`src/rtl/pipe_hazard_ctrl_if.sv`:
```
// Hazard-control bus between the pipeline datapath and pipe_hazard_ctrl.
// The datapath side (master) reports hazard sources and memory status and
// receives the per-buffer enable/flush strobes; the controller is the slave.
interface pipe_hazard_ctrl_if #(
    parameter int R = 3,
    parameter int S = 15
);
    logic [R-1:0] id_rs;
    logic [R-1:0] id_rt;
    logic [R-1:0] ex_rd;
    logic         ex_memread;
    logic         branch_taken;
    logic         mem_req;
    logic         mem_ready;
    logic         err_clr;
    logic         cnt_clr;

    logic         pc_en;
    logic         ifid_en;
    logic         ifid_flush;
    logic         idex_en;
    logic         idex_flush;
    logic         exmem_en;
    logic         memwb_bubble;
    logic         mem_err;
    logic [S:0]   stall_cnt;

    modport master (
        output id_rs, id_rt, ex_rd, ex_memread, branch_taken,
               mem_req, mem_ready, err_clr, cnt_clr,
        input  pc_en, ifid_en, ifid_flush, idex_en, idex_flush,
               exmem_en, memwb_bubble, mem_err, stall_cnt
    );

    modport slave (
        input  id_rs, id_rt, ex_rd, ex_memread, branch_taken,
               mem_req, mem_ready, err_clr, cnt_clr,
        output pc_en, ifid_en, ifid_flush, idex_en, idex_flush,
               exmem_en, memwb_bubble, mem_err, stall_cnt
    );
endinterface

```
`src/rtl/pipe_hazard_ctrl.sv`:
```
// Pipeline sequencing controller: resolves load-use hazards, taken-branch
// flushes and memory wait states into write-enable and flush strobes for the
// PC and the four pipeline buffers. A wait-state FSM times out into a sticky
// error state, and a saturating counter tallies cycles with the PC held.
module pipe_hazard_ctrl #(
    parameter int R        = 3,
    parameter int S        = 15,
    parameter int WAIT_MAX = 8
) (
    input logic                 clk,
    input logic                 rst,
    pipe_hazard_ctrl_if.slave   bus
);
    localparam int W = $clog2(WAIT_MAX);
    localparam logic [W-1:0] WAIT_LAST = W'(WAIT_MAX - 1);

    localparam logic [1:0] ST_RUN     = 2'd0;
    localparam logic [1:0] ST_MEMWAIT = 2'd1;
    localparam logic [1:0] ST_ERR     = 2'd2;

    typedef struct packed {
        logic pc_en;
        logic ifid_en;
        logic ifid_flush;
        logic idex_en;
        logic idex_flush;
        logic exmem_en;
        logic memwb_bubble;
    } strobe_t;

    localparam strobe_t S_NORM      = '{1'b1, 1'b1, 1'b0, 1'b1, 1'b0, 1'b1, 1'b0};
    localparam strobe_t S_FREEZE    = '{1'b0, 1'b0, 1'b0, 1'b0, 1'b0, 1'b0, 1'b1};
    localparam strobe_t S_BRANCH    = '{1'b1, 1'b1, 1'b1, 1'b1, 1'b1, 1'b1, 1'b0};
    localparam strobe_t S_LOAD_USE  = '{1'b0, 1'b0, 1'b0, 1'b1, 1'b1, 1'b1, 1'b0};
    localparam strobe_t S_FLUSH_ALL = '{1'b1, 1'b1, 1'b1, 1'b1, 1'b1, 1'b1, 1'b1};
    localparam strobe_t S_RESET     = '{1'b0, 1'b0, 1'b1, 1'b0, 1'b1, 1'b0, 1'b1};

    logic [1:0]   state_q, state_d;
    logic [W-1:0] wait_q, wait_d;
    logic         err_q, err_d;
    logic [S:0]   stall_q;
    logic         load_use;
    logic         mem_stall;
    strobe_t      run_strb;
    strobe_t      strb;

    // Register 0 is hardwired, so a load targeting it never creates a hazard.
    assign load_use  = bus.ex_memread && (bus.ex_rd != '0) &&
                       ((bus.ex_rd == bus.id_rs) || (bus.ex_rd == bus.id_rt));
    assign mem_stall = bus.mem_req && !bus.mem_ready;

    // Strobes the pipeline would get in RUN: memory stall > branch > load-use.
    always_comb begin
        run_strb = S_NORM;
        if (mem_stall)             run_strb = S_FREEZE;
        else if (bus.branch_taken) run_strb = S_BRANCH;
        else if (load_use)         run_strb = S_LOAD_USE;
    end

    // Next-state logic and same-cycle strobes for each controller state.
    // NOTE: every variable gets a default before the case so no latch can be inferred.
    always_comb begin
        strb    = S_NORM;
        state_d = state_q;
        wait_d  = wait_q;
        err_d   = err_q;
        case (state_q)
            ST_RUN: begin
                strb = run_strb;
                if (mem_stall) begin
                    state_d = ST_MEMWAIT;
                    wait_d  = W'(1);
                end
            end
            ST_MEMWAIT: begin
                if (bus.mem_ready) begin
                    // Release cycle: branch/load-use are honoured right away.
                    strb    = run_strb;
                    state_d = ST_RUN;
                    wait_d  = '0;
                end else begin
                    strb = S_FREEZE;
                    if (wait_q == WAIT_LAST) begin
                        state_d = ST_ERR;
                        err_d   = 1'b1;
                        wait_d  = '0;
                    end else begin
                        wait_d = wait_q + W'(1);
                    end
                end
            end
            ST_ERR: begin
                if (bus.err_clr) begin
                    strb    = S_FLUSH_ALL;
                    state_d = ST_RUN;
                    err_d   = 1'b0;
                end else begin
                    strb = S_FREEZE;
                end
            end
            default: begin
                strb    = S_FREEZE;
                state_d = ST_RUN;
                wait_d  = '0;
                err_d   = 1'b0;
            end
        endcase
        // Reset drives the strobes directly so the pipeline is held immediately.
        if (!rst) strb = S_RESET;
    end

    // State, wait counter and sticky error register.
    // NOTE: sequential state uses non-blocking assignments so all flops update together.
    always_ff @(posedge clk or negedge rst) begin
        if (!rst) begin
            state_q <= ST_RUN;
            wait_q  <= '0;
            err_q   <= 1'b0;
        end else begin
            state_q <= state_d;
            wait_q  <= wait_d;
            err_q   <= err_d;
        end
    end

    // Saturating count of cycles with the PC held; clear wins over increment.
    always_ff @(posedge clk or negedge rst) begin
        if (!rst) begin
            stall_q <= '0;
        end else if (bus.cnt_clr) begin
            stall_q <= '0;
        end else if (!strb.pc_en && (stall_q != '1)) begin
            stall_q <= stall_q + 1'b1;
        end
    end

    assign bus.pc_en        = strb.pc_en;
    assign bus.ifid_en      = strb.ifid_en;
    assign bus.ifid_flush   = strb.ifid_flush;
    assign bus.idex_en      = strb.idex_en;
    assign bus.idex_flush   = strb.idex_flush;
    assign bus.exmem_en     = strb.exmem_en;
    assign bus.memwb_bubble = strb.memwb_bubble;
    assign bus.mem_err      = err_q;
    assign bus.stall_cnt    = stall_q;
endmodule

```
`src/flat_wrapper.sv`:
```
// flat-port wrapper written by rule: the top's interface ports become plain ports
module pipe_hazard_ctrl_flat 
#(
    parameter int R        = 3,
    parameter int S        = 15,
    parameter int WAIT_MAX = 8
)
  (clk, rst, bus_id_rs, bus_id_rt, bus_ex_rd, bus_ex_memread, bus_branch_taken, bus_mem_req, bus_mem_ready, bus_err_clr, bus_cnt_clr, bus_pc_en, bus_ifid_en, bus_ifid_flush, bus_idex_en, bus_idex_flush, bus_exmem_en, bus_memwb_bubble, bus_mem_err, bus_stall_cnt);
  pipe_hazard_ctrl_if #(.R(R), .S(S)) bus_i ();
  input logic clk;
  input logic rst;
  input wire logic [$bits(bus_i.id_rs)-1:0] bus_id_rs;
  input wire logic [$bits(bus_i.id_rt)-1:0] bus_id_rt;
  input wire logic [$bits(bus_i.ex_rd)-1:0] bus_ex_rd;
  input wire logic [$bits(bus_i.ex_memread)-1:0] bus_ex_memread;
  input wire logic [$bits(bus_i.branch_taken)-1:0] bus_branch_taken;
  input wire logic [$bits(bus_i.mem_req)-1:0] bus_mem_req;
  input wire logic [$bits(bus_i.mem_ready)-1:0] bus_mem_ready;
  input wire logic [$bits(bus_i.err_clr)-1:0] bus_err_clr;
  input wire logic [$bits(bus_i.cnt_clr)-1:0] bus_cnt_clr;
  output wire logic [$bits(bus_i.pc_en)-1:0] bus_pc_en;
  output wire logic [$bits(bus_i.ifid_en)-1:0] bus_ifid_en;
  output wire logic [$bits(bus_i.ifid_flush)-1:0] bus_ifid_flush;
  output wire logic [$bits(bus_i.idex_en)-1:0] bus_idex_en;
  output wire logic [$bits(bus_i.idex_flush)-1:0] bus_idex_flush;
  output wire logic [$bits(bus_i.exmem_en)-1:0] bus_exmem_en;
  output wire logic [$bits(bus_i.memwb_bubble)-1:0] bus_memwb_bubble;
  output wire logic [$bits(bus_i.mem_err)-1:0] bus_mem_err;
  output wire logic [$bits(bus_i.stall_cnt)-1:0] bus_stall_cnt;
  assign bus_i.id_rs = bus_id_rs;
  assign bus_i.id_rt = bus_id_rt;
  assign bus_i.ex_rd = bus_ex_rd;
  assign bus_i.ex_memread = bus_ex_memread;
  assign bus_i.branch_taken = bus_branch_taken;
  assign bus_i.mem_req = bus_mem_req;
  assign bus_i.mem_ready = bus_mem_ready;
  assign bus_i.err_clr = bus_err_clr;
  assign bus_i.cnt_clr = bus_cnt_clr;
  assign bus_pc_en = bus_i.pc_en;
  assign bus_ifid_en = bus_i.ifid_en;
  assign bus_ifid_flush = bus_i.ifid_flush;
  assign bus_idex_en = bus_i.idex_en;
  assign bus_idex_flush = bus_i.idex_flush;
  assign bus_exmem_en = bus_i.exmem_en;
  assign bus_memwb_bubble = bus_i.memwb_bubble;
  assign bus_mem_err = bus_i.mem_err;
  assign bus_stall_cnt = bus_i.stall_cnt;
  pipe_hazard_ctrl #(.R(R), .S(S), .WAIT_MAX(WAIT_MAX)) u_core (.clk(clk), .rst(rst), .bus(bus_i));
endmodule
```
`config.mk`:
```
export PLATFORM = sky130hd
export DESIGN_NAME = pipe_hazard_ctrl_flat
export DESIGN_NICKNAME = d
export VERILOG_FILES = /design/src/rtl/pipe_hazard_ctrl_if.sv /design/src/rtl/pipe_hazard_ctrl.sv /design/src/flat_wrapper.sv
export SDC_FILE = /design/constraint.sdc
export NUM_CORES = 1
export LEC_CHECK = 0
export CORE_ASPECT_RATIO = 0.7
export CORE_MARGIN = 10
export CORE_UTILIZATION = 43
export CTS_CLUSTER_DIAMETER = 100
export CTS_CLUSTER_SIZE = 20
export DETAILED_ROUTE_END_ITERATION = 12
export PLACE_DENSITY = 0.79
export SLEW_MARGIN = 10
export SYNTH_ARGS = -nofsm -noshare
export SYNTH_HDL_FRONTEND = slang
export SYNTH_SLANG_ARGS = --single-unit
```
`constraint.sdc`:
```
create_clock -name clk -period 4.7 [get_ports clk]
set_clock_uncertainty 0.05 [all_clocks]
set_input_delay 0.705 -clock clk [delete_from_list [all_inputs] [get_ports clk]]
set_output_delay 0.705 -clock clk [all_outputs]
set_load 0.005 [all_outputs]
```
## Word level (Yosys, flattened, before mapping)

Cells that the tools add are included.

- Logic and storage cells: 54
- Register bits: 22
- Bits of input ports: 17
- Output and inout bits: 24

- Bitwise logic cells: 2
- Add/sub/neg operators: 2
- Reductions and logical operators: 13
- Equal/unequal tests: 11
- Mux-type cells: 22

Operator list:

| cell | count |
|---|---|
| $mux W7 | 6 |
| $mux W16 | 2 |
| $pmux W7 S3 | 1 |
| $add A16 B1 Y16 const B | 1 |
| $ne A16 B16 Y1 const B | 1 |
| $mux W3 | 3 |
| $pmux W3 S3 | 1 |
| $mux W2 | 4 |
| $eq A3 B3 Y1 | 2 |
| $pmux W2 S3 | 1 |
| $logic_and A1 B1 Y1 | 4 |
| $ne A2 B1 Y1 const B | 2 |
| $ne A2 B2 Y1 const B | 2 |
| $reduce_and A4 Y1 | 1 |
| $add A3 B1 Y3 const B | 1 |
| $eq A3 B3 Y1 const B | 1 |
| $mux W1 | 3 |
| $ne A3 B2 Y1 const B | 1 |
| $pmux W1 S3 | 1 |
| $reduce_and A3 Y1 | 1 |
| $reduce_bool A3 Y1 | 1 |
| $eq A2 B1 Y1 const B | 1 |
| $eq A2 B2 Y1 const B | 1 |
| $logic_not A1 Y1 | 2 |
| 5 further kinds | 6 |

## Logic depth before layout (Yosys ltp)

- Word-level depth: 13
- Mapped depth: 9
- Depth with buffers taken out: 7

## Worst setup path after synthesis

OpenSTA, ideal clock, no wires.

- Path kind: in2out
- From: input bus_mem_req
- To: output bus_pc_en
- Data arrival time: 1.665 ns
- Stages: 7
- Path slack: 2.280 ns
- Data required time: 3.945 ns
- Cell sequence: o21ba_2 o21a_1 nand2b_2 inv_1 nand2b_1 inv_1 buf_4

- Longest elaborated chain between the ends: 5

Ends and longest elaborated chain:

| what | line | RTL |
|---|---|---|
| from (decl) | flat_wrapper.sv:17 | `input wire logic [$bits(bus_i.mem_req)-1:0] bus_mem_req;` |
| $logic_and A1 B1 Y1 * | pipe_hazard_ctrl.sv:50 | `assign mem_stall = bus.mem_req && !bus.mem_ready;` |
| $mux W7 * | pipe_hazard_ctrl.sv:55 | `if (mem_stall) run_strb = S_FREEZE;` |
| $mux W7 | pipe_hazard_ctrl.sv:76 | `if (bus.mem_ready) begin` |
| $pmux W7 S3 * | pipe_hazard_ctrl.sv:67 | `case (state_q)` |
| $mux W7 * | pipe_hazard_ctrl.sv:109 | `if (!rst) strb = S_RESET;` |
| to (decl) | flat_wrapper.sv:21 | `output wire logic [$bits(bus_i.pc_en)-1:0] bus_pc_en;` |

Mark *: on every way between the ends. The rest lies on a longest branch, timed or not.

## Worst setup path after layout

Ends and elaborated chain as after synthesis.

==> flow_summary.ini <==
[pwr]
p_total_uw = 414.3
p_leak_uw = 0.0007466
vdd_drop_max_v = 0.0001302
powerDensity_mw_per_mm2 = 226.5

[placement]
dp_slack_ps = 1303
place.detailed.hpwl_um = 2630
io_buffers = 40
placed_cell_area_mm2 = 0.001774
globalplace.congestion = 0.8211

[cts]
cts-resized-gates = 0
cts_tree = built
path_clk_slew_ps = 80
numCtsBuffers = 3
cts_max_level = 1
cts_setup_buffers = 0
cts_hold_buffers = 0
clock-sinks = 22
cts-root-buf = clkbuf_8
clk_path_buf_depth = 2
clkLatencyLatePin_ps = 260

[layout]
syn_to_final_growth_pct = 34.13
final.fill_count = 267
fin_nets = 209
insertedDiodeCount = 0
final_area_mm2 = 0.001829
multiInputGateArea_um2 = 753.2
drive_gt1_share_pct = 7.447
seqCellArea_um2 = 550.5

[sta]
post-route-period-util_pct = 72.51
fin_ws_ps = 1292
relSlewSlack_pct = 52.09
rsz0062_at_grt = no
fin_tns_setup_ps = 0
worst_pin_slew_ps = 716.5
fmax_ghz = 0.2934
report.final.hold_viol_count = 0
slew_violations = 0
period_needed_ps = 3408
finalSetupViolations = 0

[global_route]
grt_use_total_pct = 11.46
met3_usage_pct = 3.045
gr-total-overflow = 0
grt.busiest_layer = met2
grt_pass1_vias = 1165
grt_first_pass_wirelength_um = 5609
antenna_found_initial = 0
met1_usage_pct = 15.89
use_met2_pct = 17.21
grt_max_degree = 26

[synthesis]
synth_edf_count = 0
ys_seq_area_share_pct = 40.37
ys_ff_latch = 22
synth_nets = 170
synth.distinct_cells = 40
synthArstFlopShare_pct = 100.0
synth-main-ff-cell = dfrtp_1
avgSynthCellArea_um2 = 9.092
yosysWarningCount = 0
syn-cell-area_mm2 = 0.001364
synth_cells = 150

[routing]
drt_iter0_markers = 125
first_pass_iters = 6
vias = 1264
drc = 0
ant_nets = 0
wl_per_cell_um = 15.12
viasPerCell = 5.593
drt-total-wl_um = 3416

[floorplan]
core-area_mm2 = 0.003105
rows = 17
initial_core_util_pct = 43.92
die_w_um = 87.31
pin_count = 41
die_area_mm2 = 0.005860
dieHeight_um = 67.12

[setup_path]
required_ps = 3940
critPathLaunchType = input pin
arrival_ps = 2650
end_kind = primary output
crit_type = in -> out
cp_max_fo = 5

[status]
status = finished clean

[worst_hold_path]
min_path_type = reg -> reg

[run]
maxCapViolCount = 0
==> power by group <==
part / switching (µW) / total (µW) / internal (µW)
clock network: 58.3 / 133 / 74.6
logic: 37.0 / 77.7 / 40.7
registers: 7.60 / 204 / 196
==> cell families after synthesis <==
logic type               Yosys count  share of synthesized area (%)
AND/OR/NAND/NOR                   66                          27.16
AO/OA/AOI/OAI                     36                          17.34
flip-flops                        22                          40.37
buffers and inverters             11                          4.403
XOR/XNOR                          10                          6.422
adder cells (fa/ha/maj)            3                          2.753
multiplexers                       2                          1.560
==> worst paths after layout <==
path | startpoint | to | slack, ps | cells past startpoint
setup / recovery | bus_mem_req | bus_pc_en | 1290 | 8
hold / removal | u_core.bus.mem_err | u_core.bus.mem_err | 470 | 2
setup reg to reg | u_core.state_q[0] | u_core.bus.stall_cnt[8] | 2330 | 6
hold reg to reg | u_core.bus.mem_err | u_core.bus.mem_err | 470 | 2
max in group asynchronous | rst | u_core.bus.stall_cnt[3] | 3600 | 2
min in group asynchronous | rst | u_core.wait_q[0] | 750 | 2
==> through the flow <==
stage	utilization (%)	hold slack (ps)	cells
finish	58.90	472.7	226
global placement	57.13	442.2	222
CTS	58.90	464.3	226
floorplan	-	359.4	150
detailed placement	57.13	452.7	222
global route	58.90	487.0	226
==> placed cells by master, fill, tap and decap left out, types with 4 or more instances in the layout <==
master	instances
clkdlybuf4s50_1	40
nor2b_1	5
nand3_1	7
nor2_1	16
dfrtp_1	22
or4_1	5
nand2_1	12
inv_1	4
clkbuf_8	4
xor2_1	10
a21oi_1	9
o21ai_0	12
and3_1	4
==> registers in the layout, summed over array words and instances, names as in the netlist <==
signal                cells
u_core.bus.mem_err        1
u_core.state_q            2
u_core.bus.stall_cnt     16
u_core.wait_q             3
==> worst max-delay path, cell delays in order <==
cell and delay, ps:
clkdlybuf4s50_1 470, o21ba_2 230, o21a_1 190, nand2b_2 220
inv_1 120, nand2b_1 90, inv_1 110, clkdlybuf4s50_1 510
==> metal layers <==
metal | vias to the layer above | wire, µm
met5 | - | 0
met1 | 613 | 1591
met4 | 0 | 27
li1 | 615 | -
met2 | 34 | 1577
met3 | 2 | 219
==> cell type report <==
cell class / instances / area share [%]
Inverter: 4 / 0.8208
Sequential cell: 22 / 30.10
Tap cell: 38 / 2.599
Timing Repair Buffer: 41 / 22.30
Clock buffer: 4 / 3.010
Multi-Input combinational cell: 117 / 41.18
==> synthesized netlist by cell type, types with 2 or more instances <==
cell type | number | area share [%]
nand3_1 | 7 | 2.6
ha_1 | 3 | 2.8
a21oi_1 | 9 | 3.3
nor2_1 | 16 | 4.4
dfrtp_1 | 22 | 40
nor3_2 | 2 | 1.5
clkbuf_1 | 3 | 0.83
or4_1 | 5 | 2.8
nor2b_1 | 5 | 2.3
or3_1 | 3 | 1.4
buf_4 | 3 | 1.7
o31ai_1 | 3 | 1.7
xor2_1 | 10 | 6.4
and3_1 | 4 | 1.8
nand2b_1 | 2 | 0.92
inv_1 | 4 | 1.1
nand2_1 | 12 | 3.3
nand3b_1 | 3 | 1.7
o21ai_0 | 12 | 4.4
o2111ai_1 | 2 | 1.3
Power figures use the tool's default switching activity.
